File: src/rtl/m4_result_packer.sv
// m4_result_packer: packs 16-bit result samples eight to a 128-bit word
// and writes each completed word into the M4 memory write port. Tracks
// the write address, zero-pads and flushes a partial word on in_last,
// and reports frame completion and DEPTH overflow to the controller.
//
// Handshake: a sample transfers on every rising clock edge where
// in_valid && in_ready are both 1. in_ready depends only on the FSM state,
// never on in_valid. The producer holds in_data/in_last stable while
// in_valid is high and in_ready is low.
module m4_result_packer #(
   parameter int DATA_W    = 16,
   parameter int LANES     = 8,
   parameter int ADDR_W    = 16,
   parameter int BASE_ADDR = 0,
   parameter int DEPTH     = 65536
) (
   input  logic                  clock,
   input  logic                  reset_n,
   input  logic                  start,
   input  logic                  in_valid,
   input  logic [DATA_W-1:0]     in_data,
   input  logic                  in_last,
   output logic                  in_ready,
   output logic                  M4_WriteEnable,
   output logic [ADDR_W-1:0]     M4_WriteAddress,
   output logic [DATA_W*LANES-1:0] M4_WriteBus,
   output logic [ADDR_W:0]       words_written,
   output logic                  done,
   output logic                  overflow,
   output logic [1:0]            stateDbg
);

   localparam int WORD_W = DATA_W * LANES;
   localparam int LANE_W = (LANES > 1) ? $clog2(LANES) : 1;

   localparam logic [LANE_W-1:0] LastLane  = LANE_W'(LANES - 1);
   localparam logic [LANE_W-1:0] LaneOne   = LANE_W'(1);
   localparam logic [ADDR_W-1:0] BaseAddr  = ADDR_W'(BASE_ADDR);
   localparam logic [ADDR_W-1:0] AddrOne   = ADDR_W'(1);
   localparam logic [ADDR_W:0]   DepthCnt  = (ADDR_W + 1)'(DEPTH);
   localparam logic [ADDR_W:0]   CountOne  = (ADDR_W + 1)'(1);

   typedef enum logic [1:0] {
      IDLE = 2'd0,
      PACK = 2'd1,
      DONE = 2'd2
   } state_t;

   state_t              state;
   state_t              nextState;

   logic [ADDR_W-1:0]   addr;
   logic [LANE_W-1:0]   lane;
   logic [WORD_W-1:0]   buffer;
   logic [WORD_W-1:0]   mergedWord;

   logic                accept;
   logic                commit;
   logic                startEntry;

   // FSM state register.
   always_ff @(posedge clock or negedge reset_n) begin
      if (!reset_n) begin
         state <= IDLE;
      end else begin
         state <= nextState;
      end
   end

   // Next-state decode plus the state-derived outputs and handshake terms.
   always_comb begin
      nextState  = state;
      in_ready   = 1'b0;
      done       = 1'b0;
      startEntry = 1'b0;
      case (state)
         IDLE: begin
            if (start) begin
               nextState  = PACK;
               startEntry = 1'b1;
            end
         end
         PACK: begin
            in_ready = 1'b1;
            if (in_valid && in_last) begin
               nextState = DONE;
            end
         end
         DONE: begin
            done = 1'b1;
            if (start) begin
               nextState  = PACK;
               startEntry = 1'b1;
            end
         end
         default: begin
            nextState = IDLE;
         end
      endcase
      accept = in_valid && in_ready;
      commit = accept && ((lane == LastLane) || in_last);
   end

   // Current buffer with the incoming sample dropped into its lane; lanes
   // above the current one are still zero because the buffer clears on commit.
   always_comb begin
      mergedWord = buffer;
      mergedWord[lane*DATA_W +: DATA_W] = in_data;
   end

   // Datapath: lane packing, commit to M4, address and word tracking.
   always_ff @(posedge clock or negedge reset_n) begin
      if (!reset_n) begin
         addr            <= '0;
         lane            <= '0;
         buffer          <= '0;
         M4_WriteEnable  <= 1'b0;
         M4_WriteAddress <= '0;
         M4_WriteBus     <= '0;
         words_written   <= '0;
         overflow        <= 1'b0;
      end else begin
         M4_WriteEnable <= 1'b0;
         if (startEntry) begin
            addr          <= BaseAddr;
            lane          <= '0;
            buffer        <= '0;
            words_written <= '0;
            overflow      <= 1'b0;
         end else if (accept) begin
            if (commit) begin
               lane   <= '0;
               buffer <= '0;
               if (words_written == DepthCnt) begin
                  // No room left: drop the word, remember it, hold counters.
                  overflow <= 1'b1;
               end else begin
                  M4_WriteEnable  <= 1'b1;
                  M4_WriteAddress <= addr;
                  M4_WriteBus     <= mergedWord;
                  addr            <= addr + AddrOne;
                  words_written   <= words_written + CountOne;
               end
            end else begin
               buffer <= mergedWord;
               lane   <= lane + LaneOne;
            end
         end
      end
   end

   assign stateDbg = state;

endmodule
File: config.mk
export PLATFORM = sky130hd
export DESIGN_NAME = m4_result_packer
export DESIGN_NICKNAME = d
export VERILOG_FILES = /design/src/rtl/m4_result_packer.sv
export SDC_FILE = /design/constraint.sdc
export NUM_CORES = 1
export LEC_CHECK = 0
export ABC_AREA = 1
export BUFFER_PORTS_ARGS = -buffer_cell sky130_fd_sc_hd__buf_2
export CORE_UTILIZATION = 40
export CTS_CLUSTER_SIZE = 12
export DETAILED_ROUTE_END_ITERATION = 16
export SYNTH_ARGS = -nofsm -noshare
export SYNTH_HDL_FRONTEND = slang
export SYNTH_SLANG_ARGS = --single-unit
export TNS_END_PERCENT = 50
File: constraint.sdc
create_clock -name clock -period 3.6 [get_ports clock]
set_input_delay 0.72 -clock clock [delete_from_list [all_inputs] [get_ports clock]]
set_output_delay 0.72 -clock clock [all_outputs]
set_load 0.01 [all_outputs]
Word-level counts from Yosys, hierarchy flattened
Index checks and enable logic that the tools add are counted.
{"block": "classes", "add_sub_neg": 4, "multipliers": 0, "div_mod_pow": 0, "n_lt_le_gt_ge": 0, "n_eq_ne": 7, "shifts": 2, "mux": 30, "bitwise": 2, "reduce_logical": 13}
{"operator": "$mux 128", "n": 3}
{"operator": "$bwmux 128", "n": 1}
{"operator": "$shift 16x34->128 const A", "n": 1}
{"operator": "$shiftx 16x34->128", "n": 1}
{"operator": "$mux 17", "n": 4}
{"operator": "$mux 16", "n": 4}
{"operator": "$neg 7->34", "n": 1}
{"operator": "$add 17x1->17 const B", "n": 1}
{"operator": "$eq 17x17->1 const B", "n": 1}
{"operator": "$add 16x1->16 const B", "n": 1}
{"operator": "$mux 1", "n": 12}
{"operator": "$mux 3", "n": 3}
{"operator": "$reduce_and 3->1", "n": 2}
{"operator": "$reduce_bool 2->1", "n": 3}
{"operator": "$mux 2", "n": 2}
{"operator": "$ne 2x2->1 const B", "n": 2}
{"operator": "$pmux 2 s2", "n": 1}
{"operator": "$reduce_and 4->1", "n": 1}
{"operator": "$add 3x1->3 const B", "n": 1}
{"operator": "$eq 3x3->1 const B", "n": 1}
{"operator": "$logic_and 1x1->1", "n": 3}
{"operator": "$eq 2x1->1 const B", "n": 1}
{"operator": "$eq 2x2->1 const B", "n": 1}
{"operator": "$logic_not 2->1", "n": 1}
{"operator": "other kinds (5)", "n": 6}
{"block": "word_totals", "reg_bits": 312, "latchBits": 0, "mem_bits_rw": 0, "mem_bits_ro": 0, "inputBits": 21, "wordCells": 67, "memories": 0}

Logic depth before layout (Yosys ltp)
Gate-level depths: netlist (run 1).
{"block": "logic_depth", "ltp_word": 7, "depth_mapped": 14, "mapped_depth_nobuf": 12}

Worst setup path before layout (run 1)
No wires, ideal clock.
{"block": "synth_path", "path_kind": "register to register", "from": "register lane[0]", "to": "register buffer[2]", "setup_ps": 141, "t_arrival_ps": 2278, "required_time_ps": 3459, "setup_slack_ps": 1181, "stages_incl_launch_ff": 12, "path_buffers": 4, "synth_period_minus_slack_ps": 2419, "cell_sequence": "dfrtp_1 -> inv_2 -> buf_2 -> buf_1 -> ha_1 -> ha_1 -> buf_2 -> nor3b_1 -> nand2_1 -> buf_1 -> o21ai_1 -> o22ai_1"}
{"block": "synth_via", "elab_chain_len": 6, "word_cells_on_any_way": 10, "classes_between": "add/sub: 1; eq/ne: 1; shift: 2; mux: 4; reduce/logical: 2"}
{"item": "start: declaration", "line": "53", "rtl": "logic [LANE_W-1:0] lane;"}
{"item": "start signal: assignment", "line": "146", "rtl": "lane <= lane + LaneOne;"}
{"item": "$neg 7->34 or $eq 3x3->1 (tied branches)", "line": "108, 101"}
{"item": "$shiftx 16x34->128 (tied with other cells)", "line": "108", "rtl": "mergedWord[lane*DATA_W +: DATA_W] = in_data;"}
{"item": "$bwmux 128 or $logic_and 1x1->1 (tied branches)", "line": "108, 101"}
{"item": "$mux 128 (*)", "line": "131", "rtl": "if (commit) begin"}
{"item": "$mux 128 (*)", "line": "130", "rtl": "end else if (accept) begin"}
{"item": "$mux 128 (*)", "line": "124", "rtl": "if (startEntry) begin"}
{"item": "end signal: assignment", "line": "145", "rtl": "buffer <= mergedWord;"}
{"item": "end: declaration", "line": "54", "rtl": "logic [WORD_W-1:0] buffer;"}
Mark *: on every way between the ends. The rest lies on a longest branch, timed or not. The select of a mux whose other input is x is not followed.
A chain may end at the register's enable or synchronous reset.

Worst setup path in the final report (run 1)
{"block": "layout_path", "from": "register lane[0]", "to": "register buffer[106]"}
Same word-level chain as after synthesis.

==> metrics list, run 1 <==
- The run finished with clean final reports.
* Number of flip-flops and latches in the synthesized netlist: 312
- In this run the post-CTS setup repair buffer count came out at 0.
- Measured against its own limit, the worst slew margin works out to 38.6%.
* Power per unit of standard cell area: 697 nW/um^2
* Width of the die: 191 um
- Worst vdd ir: 413 uV
- Kind of cell with the highest combined delay on the critical path: simple AND/OR/NAND/NOR gates
* Worst setup slack before clock tree synthesis: 0.525 ns
- Class of the most critical hold timing path: input port to asynchronous set/reset pin
- PostCTS Resize Cnt: 0
* Prevailing post-synth register cell: dfrtp_1
- Avg Synthesized Cell Area: 7.91 sq um
* Sequential area share after synthesis: 54.9%
* Maximum fanout along the worst path: 21
- Accumulated negative setup slack: 0 ns
- Counting buffers and inverters, the worst setup path is 9 cells deep.
- The internal power of the cells totals 7.38 mW.
* Number of distinct library cells after synthesis: 28
- Final number of hold-violating endpoints: 0
- The number of pins with negative max-slew slack in the final report came to 0.
- Max-cap violations in this run came to 0.
- WL/cell: 17.1 um
* First-pass iteration count of the detailed router: 5
- Count of endpoints failing setup in the final report: 0
- The clock network burns 33.9% of the power.
- Relative to the synthesized area, the layout overhead comes to 18.3%.
* Initial antenna violation count: 1
- Layout net count: 1977
- Clock latency at the later pin of the worst-skew pair: 0.52 ns
- The worst path needs 3.19 ns of the cycle, external delays included.
- Required time reported for the critical path endpoint: 3.97 ns
* Async SR Flop Fraction: 100%
- In this run the core area contains 68 standard-cell rows.
- Global-route wire length before repair: 66.4 mm
- Counting along the longest clock path gives a buffer depth of 3.
* Number of global-route vias before repair: 11700
- For this configuration, the core starts out at a cell density of 40.9%.
- Net switching is 37.1% of the power.
- Setup WS post-layout: 0.406 ns
* Count of port buffers added during placement: 187
- Number of cell instances on the worst register-to-register path: 9
* Portion of total power attributed to sequential cells: 36.5%
- Type of origin of the critical path: register
- Entering global routing, the biggest net connects 136 pins.
- CTS root buf: clkbuf_16
- Worst R2R Start: lane[0]
- Placed wire-length estimate after detailed placement: 27.2 mm
- Buffers inserted during clock tree synthesis total 37.
- Combinational cells account for 29.6% of the total power.
* Fraction of final layout cells with drive strength greater than 1: 14.8%
- Synthesized netlist net count: 1827
- CTS tree: yes
* Level count of the clock H-tree: 2
- Final Power: 11.7 mW
* Core area: 34800 sq um
- Die height: 191 um
- Clock Skews: 0.0178 ns
* List of cells traversed by the critical path: inv_2, ha_1, ha_1, inv_2, nand4_2, nor2_2, nand2_1, nand3_1, o21ai_1
- Slew at the pin with the worst max-slew slack: 0.921 ns
- Syn Inst Count: 1798
- For flop-to-flop paths, the worst setup slack is 0.41 ns.
* Data arrival at the endpoint of the critical path: 3.56 ns
- The detailed router finished its first iteration with 1035 violations.
- Slowest stage cell, crit path: dfrtp_1
- Leak Pwr: 8.80 nW
* Crit end category: register
- The routed layout has 12400 vias.
- Period utilization: 88.7%
- RSZ-0062 raised after global routing: no
* Clock Sink Count: 312
- Wirelength, routed: 41.6 mm
* Maximum frequency from static timing analysis: 313 MHz
* Worst setup startpoint: lane[0]
- The repair_antennas step left the layout with diodes totalling 0.
- Number of buffers inserted by hold repair at cts: 0
- The synthesized design contains 0 enable-type register cells.
* Count of boundary I/O pins: 188
- Post-route antenna net violation count: 0
- Full die area: 36300 sq um
- All-layer global routing usage: 23.4%
* Detail-routed via count per cell: 5.11
- Total congestion overflow: 0
- The cell area that synthesis handed to floorplanning was 14200 sq um.
- Worst stage delay on the critical path: 0.78 ns
- Net switching power: 4.34 mW
* Clock-pin slew on the worst setup and hold paths: 0.06 ns
- Worst reg2reg path endpoint: buffer[106]
* Buffers plus inverters on the worst setup path: 2
- Count of synthesis-stage warnings from yosys: 0
* DRC viols: 0
- The worst setup path is of the register to register kind.
- Routability-driven placement finished with a final weighted congestion of 0.837.
-- worst register-to-register path, delay by kind of cell (launching register included) --
family | cells | cell delay (ns)
buffers and inverters | 2 | 0.23
and+or+nand+nor | 4 | 1.50
adders and majority gates | 2 | 0.45
DFF | 1 | 0.78
AOI/OAI and AO/OA | 1 | 0.08
-- how the worst max path moves through the flow --
stage / to / slack [ns]
finish: buffer[106] / 0.41
global route: buffer[35] / 0.16
CTS: buffer[32] / 0.47
detailed placement: buffer[102] / 0.53
global placement: buffer[41] / 0.56
floorplan: buffer[2] / 1.18
-- stage by stage --
step / area (sq um) / hold slack, ns / util [%] / instances
3_5_place_dp: 15500 / 0.460 / 44.6 / 2364
2_1_floorplan: 14200 / 0.424 / - / 1798
3_3_place_gp: 15500 / 0.459 / 44.6 / 2364
6_report: 16800 / 0.169 / 48.3 / 2429
5_1_grt: 16800 / 0.201 / 48.3 / 2429
4_1_cts: 16800 / 0.186 / 48.3 / 2429
-- area by class of cell --
class	count	area (sq um)
clock inverters	13	205
repair buffers	211	1190
inverters	121	454
flip-flops and latches	312	7810
multi-input cells	1265	5500
well taps	455	569
clock buffers	52	1090
fillers	3406	18000
-- synthesized netlist by cell type, types with 5 or more instances --
library cell	count	share of area, %
a21oi_1	5	0.18
buf_2	42	1.5
buf_4	15	0.79
clkbuf_1	39	1.0
dfrtp_1	312	55
ha_1	8	0.70
inv_1	111	2.9
inv_2	10	0.26
nand2_1	776	20
nand3_1	96	3.4
nand4_1	28	1.2
nor2_1	63	1.7
o21ai_0	95	3.3
o21ai_1	147	5.2
o22ai_1	22	0.97
xor2_1	5	0.31
-- cells by family (layout without fill, tap and decap cells) --
group,count (synthesis),count (layout),share of synthesized area [%]
buf+inv,221,397,6.60
simple gates,974,974,27.3
fa+ha+maj,8,8,0.704
compound gates,277,277,10.1
xor+xnor,6,6,0.370
flops,312,312,54.9
-- cell usage in the layout (no fill, tap or decap), types with 2 or more instances in the layout --
master,count
nand2_2,2
buf_12,5
nor2_1,63
nor3b_1,2
o22ai_1,22
bufinv_16,5
o21ai_0,95
dfrtp_1,312
clkbuf_1,6
clkinvlp_4,2
inv_1,111
nor2_2,4
xor2_1,5
nand3_1,96
ha_1,8
or2_2,2
o21bai_1,4
clkbuf_16,39
nand2_1,775
buf_4,19
clkbuf_8,7
a21oi_1,5
o21ai_1,147
inv_2,10
nand4_1,28
buf_2,186
clkinv_2,4
-- registers in the layout, indices dropped and copies added, names as in the netlist --
register         flops
M4_WriteAddress     16
M4_WriteBus        128
M4_WriteEnable       1
addr                16
buffer             128
lane                 3
overflow             1
stateDbg             2
words_written       17
-- power by group through the flow --
stage / combinational (mW) / clock, mW / sequential, mW
after floorplan: 2.10 / 0 / 4.39
after global placement: 3.43 / 0 / 4.33
after detailed placement: 3.46 / 0 / 4.33
after CTS: 3.48 / 4.06 / 4.28
after global routing: 3.85 / 4.18 / 4.33
final: 3.47 / 3.97 / 4.28
-- routing by layer --
metal  routed length (um)  track usage, %
met2                18500            34.6
met5                   17               0
met3                 2540            4.27
met4                 1460            8.74
met1                19100            33.9
Note: power is estimated with default switching activity, not from simulation.
==> inputs of run 2 (changes only) <==
--- a/config.mk
+++ b/config.mk
@@ -8,6 +8,7 @@
 export ABC_AREA = 1
 export BUFFER_PORTS_ARGS = -buffer_cell sky130_fd_sc_hd__buf_2
 export CORE_UTILIZATION = 40
+export CTS_BUF_LIST = sky130_fd_sc_hd__clkbuf_8
 export CTS_CLUSTER_SIZE = 12
 export DETAILED_ROUTE_END_ITERATION = 16
 export SYNTH_ARGS = -nofsm -noshare
==> run 2 against run 1 <==
- flip-flop and latch count stayed put
- maximum frequency is 1.1% higher
- global-route usage about the same
- power fell by 5.9%
- critical path type unchanged
- critical endpoint is now buffer[44]
- largest cell class unchanged
- largest power group unchanged
==> metrics list, run 2 (synthesized netlist as in run 1, its figures left out) <==
* Worst R2R Start: lane[0]
* Worst setup slack before clock tree synthesis: 0.525 ns (unchanged)
- Part of the total power dissipated in combinational logic: 31.4% (+1.8 points)
* Number of cell instances on the worst register-to-register path: 9 (unchanged)
- Leak Pwr: 8.79 nW (-0.14%)
- The worst setup path is launched from a register.
- Count of maximum capacitance violations: 0 (unchanged)
- CTS root buf: clkbuf_8
- The violation count after the first detailed-routing iteration came to 1062 (+2.6%).
* Maximum fanout along the worst path: 21 (unchanged)
* Count of port buffers added during placement: 187 (unchanged)
- Period utilization: 87.8% (-0.94 points)
* Vias after detailed routing: 12500 (+0.99%)
- The minimum setup slack among reg-to-reg paths was 0.44 ns (+0.03 ns).
- The wire length of the first global-routing pass is 66.4 mm (about the same).
- The total power divided by cell area is 664 nW/um^2 (-4.7%).
* Post-route minimum period: 3.16 ns (-0.0338 ns)
- Worst reg2reg path endpoint: buffer[44]
- The min-delay analysis places its worst path in the category input port to asynchronous set/reset pin.
* Initial antenna violation count: 2 (+1)
* Number of buffers inserted by hold repair at cts: 0 (unchanged)
* Crit end category: register
- The die outline height came to 191 um (unchanged).
* Post-route antenna net violation count: 0 (unchanged)
- Wirelength, routed: 41.7 mm (+0.25%)
- The number of hold violations in the final report came to 0 (unchanged).
- The worst hold slack across all endpoints came to 0.0824 ns (-0.0868 ns).
* Number of global-route vias before repair: 11800 (+0.91%)
- Total placed cells including tap cells: 2364 (unchanged)
- Count of endpoints failing setup in the final report: 0 (unchanged)
- The final setup slack of the worst path is 0.440 ns (+0.0338 ns).
- The initial standard-cell utilization of the core is 40.9% (unchanged).
- Clock Sink Count: 312 (unchanged)
- The floorplan row count was 68 (unchanged).
* Fin area: 16600 sq um (-1.2%)
* Total CTS buffers: 53 (+43%)
- Portion of total power attributed to the clock network: 29.7% (-4.2 points)
- The proportion of layout cells with a drive suffix above 1 is 15.6% (+0.79 points).
* PostCTS Resize Cnt: 0 (unchanged)
- Max transition margin: 37.7% (-0.91 points)
* Worst vdd ir: 484 uV (+17%)
* All-layer global routing usage: 23.4% (+0.046 points)
- Placement Cell Area: 15500 sq um (unchanged)
- Most common cell after layout, fill and taps aside: nand2_1
* List of cells traversed by the critical path: inv_2, ha_1, ha_1, inv_2, nand4_2, nor2_2, nand2_1, nand3_1, o21ai_0
* First-pass iteration count of the detailed router: 5 (unchanged)
- The transition time at the pin with the least slew margin came to 0.935 ns (+0.0137 ns).
* Count of boundary I/O pins: 188 (unchanged)
- The CTS H-tree depth is 2 (unchanged).
- Placed wire-length estimate after detailed placement: 27.2 mm (unchanged)
- Buffers plus inverters on the worst setup path: 2 (unchanged)
- Width of the die: 191 um (unchanged)
* Worst stage delay on the critical path: 0.78 ns (about the same)
- The data arrival at the endpoint of the critical path was 3.63 ns (+0.07 ns).
- The fraction of power spent switching nets was 39.5% (+2.4 points).
* CTS tree: yes
* Core area: 34800 sq um (unchanged)
- Global placement routability congestion: 0.837 (unchanged)
- Pin count of the biggest net entering global routing: 136 (unchanged)
- The post-CTS repair timing setup buffer count came to 0 (unchanged).
- Final Power: 11.0 mW (-5.9%)
* Most frequent cells in the layout: nand2_1, dfrtp_1, buf_2
* Outcome: finished clean
* Power Internal: 6.67 mW (-9.5%)
- Net switching power: 4.35 mW (+0.21%)
* RSZ-0062 raised after global routing: no
* Largest regs: M4_WriteBus x128, buffer x128, words_written x17
* Portion of total power attributed to sequential cells: 38.8% (+2.3 points)
- Number of max-slew violations in the final report: 0 (unchanged)
- Detail-routed via count per cell: 5.10 (-0.20%)
* P&R area growth vs syn: 16.8%
- Final Instance Count excl. Fillers: 2458 (+1.2%)
* Slowest stage cell, crit path: dfrtp_1
- The global route total overflow came to 0 (unchanged).
- The number of nets in the finished design was 1993 (+0.81%).
- Clock Skews: 0.0403 ns (+0.0225 ns)
* Required time reported for the critical path endpoint: 4.07 ns (+0.10 ns)
* Kind of cell with the highest combined delay on the critical path: simple AND/OR/NAND/NOR gates
* Final cell utilization of the core: 47.7% (-0.60 points)
- DRC viols: 0 (unchanged)
- The maximum clock insertion buffer count came to 3 (unchanged).
* WL/cell: 17.0 um (-0.94%)
- Clock-pin slew on the worst setup and hold paths: 0.07 ns (about the same)
* Accumulated negative setup slack: 0 ns (unchanged)
- The maximum achievable frequency was 316 MHz (+1.1%).
- The area enclosed by the die boundary came to 36300 sq um (unchanged).
* Worst setup path class: register to register
* Clock latency at the later pin of the worst-skew pair: 0.62 ns (+0.10 ns)
[run 2: changes by cell type in the layout (fill, tap and decap cells not counted), moves of 3 or more]
cell	change
clkbuf_8	+58
clkbuf_16	-39
bufinv_16	-3
inv_1	+14
clkinv_2	+5
clkbuf_1	-6
[run 2: area by class of cell]
type,instances,area (sq um)
Fill cell,3465,18200
Sequential cell,312,7810
Multi-Input combinational cell,1265,5500
Timing Repair Buffer,211,1190
Clock buffer,65,895
Tap cell,455,569
Inverter,121,454
Clock inverter,28,194
Antenna cell,1,2.50
[run 2: worst register-to-register path: stages, from the launching register on]
cell	delay [ns]
dfrtp_1	0.78
inv_2	0.08
ha_1	0.24
ha_1	0.21
inv_2	0.15
nand4_2	0.42
nor2_2	0.74
nand2_1	0.19
nand3_1	0.13
o21ai_0	0.09
[run 2: how the worst max path moves through the flow]
stage | end | cells after the start | start
floorplan | buffer[2] | 11 | lane[0]
CTS | buffer[102] | 9 | lane[0]
detailed placement | buffer[102] | 9 | lane[0]
finish | buffer[44] | 9 | lane[0]
global placement | buffer[41] | 9 | lane[0]
global route | buffer[35] | 8 | lane[0]
[run 2: power groups by stage]
stage	clock network, mW	registers, mW	logic, mW
after global placement	0	4.33	3.43
after detailed placement	0	4.33	3.46
after floorplan	0	4.39	2.10
after global routing	3.50	4.33	3.85
final	3.28	4.28	3.46
after CTS	3.36	4.28	3.48
[run 2: routing by layer]
layer / share of wire [%] / GRT usage [%] / up-vias
met1: 45 / 33.9 / 5974
met3: 6.7 / 4.34 / 92
li1: - / - / 6056
met2: 44 / 34.4 / 416
met4: 3.5 / 9.54 / 2
met5: 0.041 / 0 / -
==> inputs of run 3 (changes only) <==
==> constraint.sdc (replaced) <==
create_clock -name clock -period 3.6 [get_ports clock]
set_input_delay 0.36 -clock clock [delete_from_list [all_inputs] [get_ports clock]]
set_output_delay 0.36 -clock clock [all_outputs]
set_load 0.01 [all_outputs]
==> run 3 against run 2 <==
- first-iteration DRC count is 4.0% lower
- setup slack better by 0.095 ns
- highest routed layer unchanged
- register-to-register slack improved by 0.09 ns
- count of clock-buffer cells in the layout grew 6
- critical path depth unchanged
- sequential power about the same
- wire length down 0.28%
- worst hold slack worse by 0.035 ns
- non-clock buffer count down 3
==> metrics list, run 3 (synthesized netlist as in run 1, its figures left out) <==
- The first-pass iteration count of the detailed router is 6 (+1).
- Core area: 34800 sq um (unchanged)
- The number of buffers added on ports was 187 (unchanged).
* Met3 capacity usage during global routing: 4.75% (+0.40 points)
- The total power divided by cell area was 657 nW/um^2 (-1.0%).
- The largest registers in the layout are M4_WriteBus x128, buffer x128, words_written x17.
- The floorplan row count was 68 (unchanged).
* Clock Skews: 0.0337 ns (-0.00667 ns)
- The number of violations of the max-capacitance limit came to 0 (unchanged).
- Most frequent cells in the layout: nand2_1, dfrtp_1, buf_2
- Count of boundary I/O pins: 188 (unchanged)
- Placement Cell Area: 15500 sq um (about the same)
- Initial cell density of the core: 40.9% (unchanged)
- M2 GR Usage: 35.3% (+0.92 points)
- Setup WS post-layout: 0.534 ns (+0.0947 ns)
* Clock latency at the later pin of the worst-skew pair: 0.60 ns (-0.02 ns)
* Required time reported for the critical path endpoint: 4.04 ns (-0.03 ns)
- The maximum clock insertion buffer count came to 3 (unchanged).
- Flop2flop setup slack: 0.53 ns (+0.09 ns)
- The transition time at the pin with the least slew margin was 0.815 ns (-0.120 ns).
- The number of antenna violations at the first check in global routing is 2 (unchanged).
- The post-CTS repair timing setup buffer count is 0 (unchanged).
- Leak Pwr: 8.77 nW (-0.23%)
- The mean routed wirelength per cell is 16.9 um (-0.16%).
* All-layer global routing usage: 23.0% (-0.36 points)
* Number of max-slew violations in the final report: 0 (unchanged)
- Fraction of final layout cells with drive strength greater than 1: 15.4% (-0.18 points)
- The number of failing setup endpoints in the final timing report came to 0 (unchanged).
- Worst setup path class: register to register
- The path class of the tightest hold or removal check is input port to register.
- Global routing usage on met1: 32.6% (-1.3 points)
- The horizontal die dimension was 191 um (unchanged).
- Worst vdd ir: 385 uV (-20%)
- Worst setup slack before clock tree synthesis: 0.597 ns (+0.0722 ns)
* Accumulated negative setup slack: 0 ns (unchanged)
- The last weighted congestion value of the routability-driven placer came to 0.825 (-1.4%).
- Type of origin of the critical path: register
- The number of resized instances in the post-cts repair step is 0 (unchanged).
- Max transition margin: 45.5% (+7.9 points)
* Filler cell count in the final layout: 3466 (+0.029%)
* Detail-routed via count per cell: 5.08 (-0.39%)
- Maximum frequency from static timing analysis: 326 MHz (+3.1%)
- The share of the core filled with cells is 47.7% (about the same).
- The worst hold slack across all endpoints was 0.0475 ns (-0.0349 ns).
* Vias after detailed routing: 12500 (-0.51%)
- Fin area: 16600 sq um (about the same)
* Die height: 191 um (unchanged)
- Level count of the clock H-tree: 2 (unchanged)
- The area added between synthesis and finish was 16.8% (about the same).
- Post-route antenna net violation count: 0 (unchanged)
- Post-route minimum period: 3.07 ns (-0.0947 ns)
* Number of global-route vias before repair: 11800 (-0.28%)
- The clock buffer count from CTS is 51 (-3.8%).
- The violation count after the first detailed-routing iteration was 1019 (-4.0%).
* Pin count of the biggest net entering global routing: 131 (-3.7%)
* RSZ-0062 raised after global routing: no
- Outcome: finished clean
- The area enclosed by the die boundary is 36300 sq um (unchanged).
* Maximum fanout along the worst path: 28 (+33%)
- Layout net count: 1988 (-0.25%)
- The number of sinks on the clock net is 312 (unchanged).
- Crit end category: register
- The global route total overflow was 0 (unchanged).
- Placed wire-length estimate after detailed placement: 26.9 mm (-1.1%)
- DRC viols: 0 (unchanged)
- Period utilization: 85.2% (-2.6 points)
* Clock-pin slew on the worst setup and hold paths: 0.07 ns (about the same)
- Most common cell after layout, fill and taps aside: nand2_1
- Global-route wire length before repair: 65.3 mm (-1.6%)
- Wirelength, routed: 41.6 mm (-0.28%)
- The multi-input gate area in the final layout is 5500 sq um (unchanged).
- The data arrival at the endpoint of the critical path is 3.50 ns (-0.13 ns).
* CTS tree: yes
- The number of hold violations in the final report was 0 (unchanged).
* Sequential cell area: 7810 sq um (unchanged)
- met2 is the most crowded layer.
- CTS root buf: clkbuf_8
run 3: cell types whose count changed in the layout (fill, tap and decap cells not counted):
cell	change
dlygate4sd3_1	+1
clkinvlp_4	+3
clkinv_8	-1
bufinv_16	-2
clkbuf_8	+6
buf_12	+3
inv_8	-1
clkinv_2	-4
inv_6	-1
buf_4	-7
run 3: per-stage QoR:
stage,power (mW),std cells
3_3_place_gp,7.72,2360
4_1_cts,11.0,2454
6_report,10.9,2455
3_5_place_dp,7.77,2360
5_1_grt,11.6,2455
2_1_floorplan,6.49,1798
run 3: final cells by class:
class / count / share of cell area, %
Antenna cell: 1 / 0.0151
Clock buffer: 71 / 5.88
Clock inverter: 22 / 0.603
Inverter: 121 / 2.73
Multi-Input combinational cell: 1265 / 33.1
Sequential cell: 312 / 47.0
Tap cell: 455 / 3.43
Timing Repair Buffer: 208 / 7.26
run 3: power by group:
part | switching, mW | leakage, nW | internal [mW]
Combinational | 2.53 | 3.86 | 0.914
Sequential | 0.310 | 4.30 | 3.96
Clock | 1.45 | 0.605 | 1.75
run 3: per-layer routing:
metal / vias to the layer above / routed length [um]
met3: 68 / 2800
met2: 399 / 18800
met5: - / 10
met1: 5950 / 19000
li1: 6057 / -
met4: 2 / 961
run 3: repair_timing:
item / CTS / global route
hold buffers: 1 / 0
setup endpoints to repair: 0 / 0
endpoints found under the hold margin: 85 / 0
run 3: worst paths after layout:
| path | cells after the start | end | from |
|---|---|---|---|
| setup / recovery | 9 | buffer[109] | lane[0] |
| hold / removal | 4 | stateDbg[0] | in_valid |
| setup reg to reg | 9 | buffer[109] | lane[0] |
| hold reg to reg | 2 | M4_WriteBus[103] | M4_WriteBus[103] |
| max in group asynchronous | 3 | M4_WriteBus[48] | reset_n |
| min in group asynchronous | 2 | words_written[1] | reset_n |
run 3: critical path, cell delays in order, from the launching register on:
cell and delay (ns):
dfrtp_1 0.75, inv_2 0.09, ha_1 0.25, ha_1 0.21
inv_2 0.37, nand4_2 0.21, nor2_2 0.65, nand2_1 0.17
nand3_1 0.14, o21ai_1 0.07
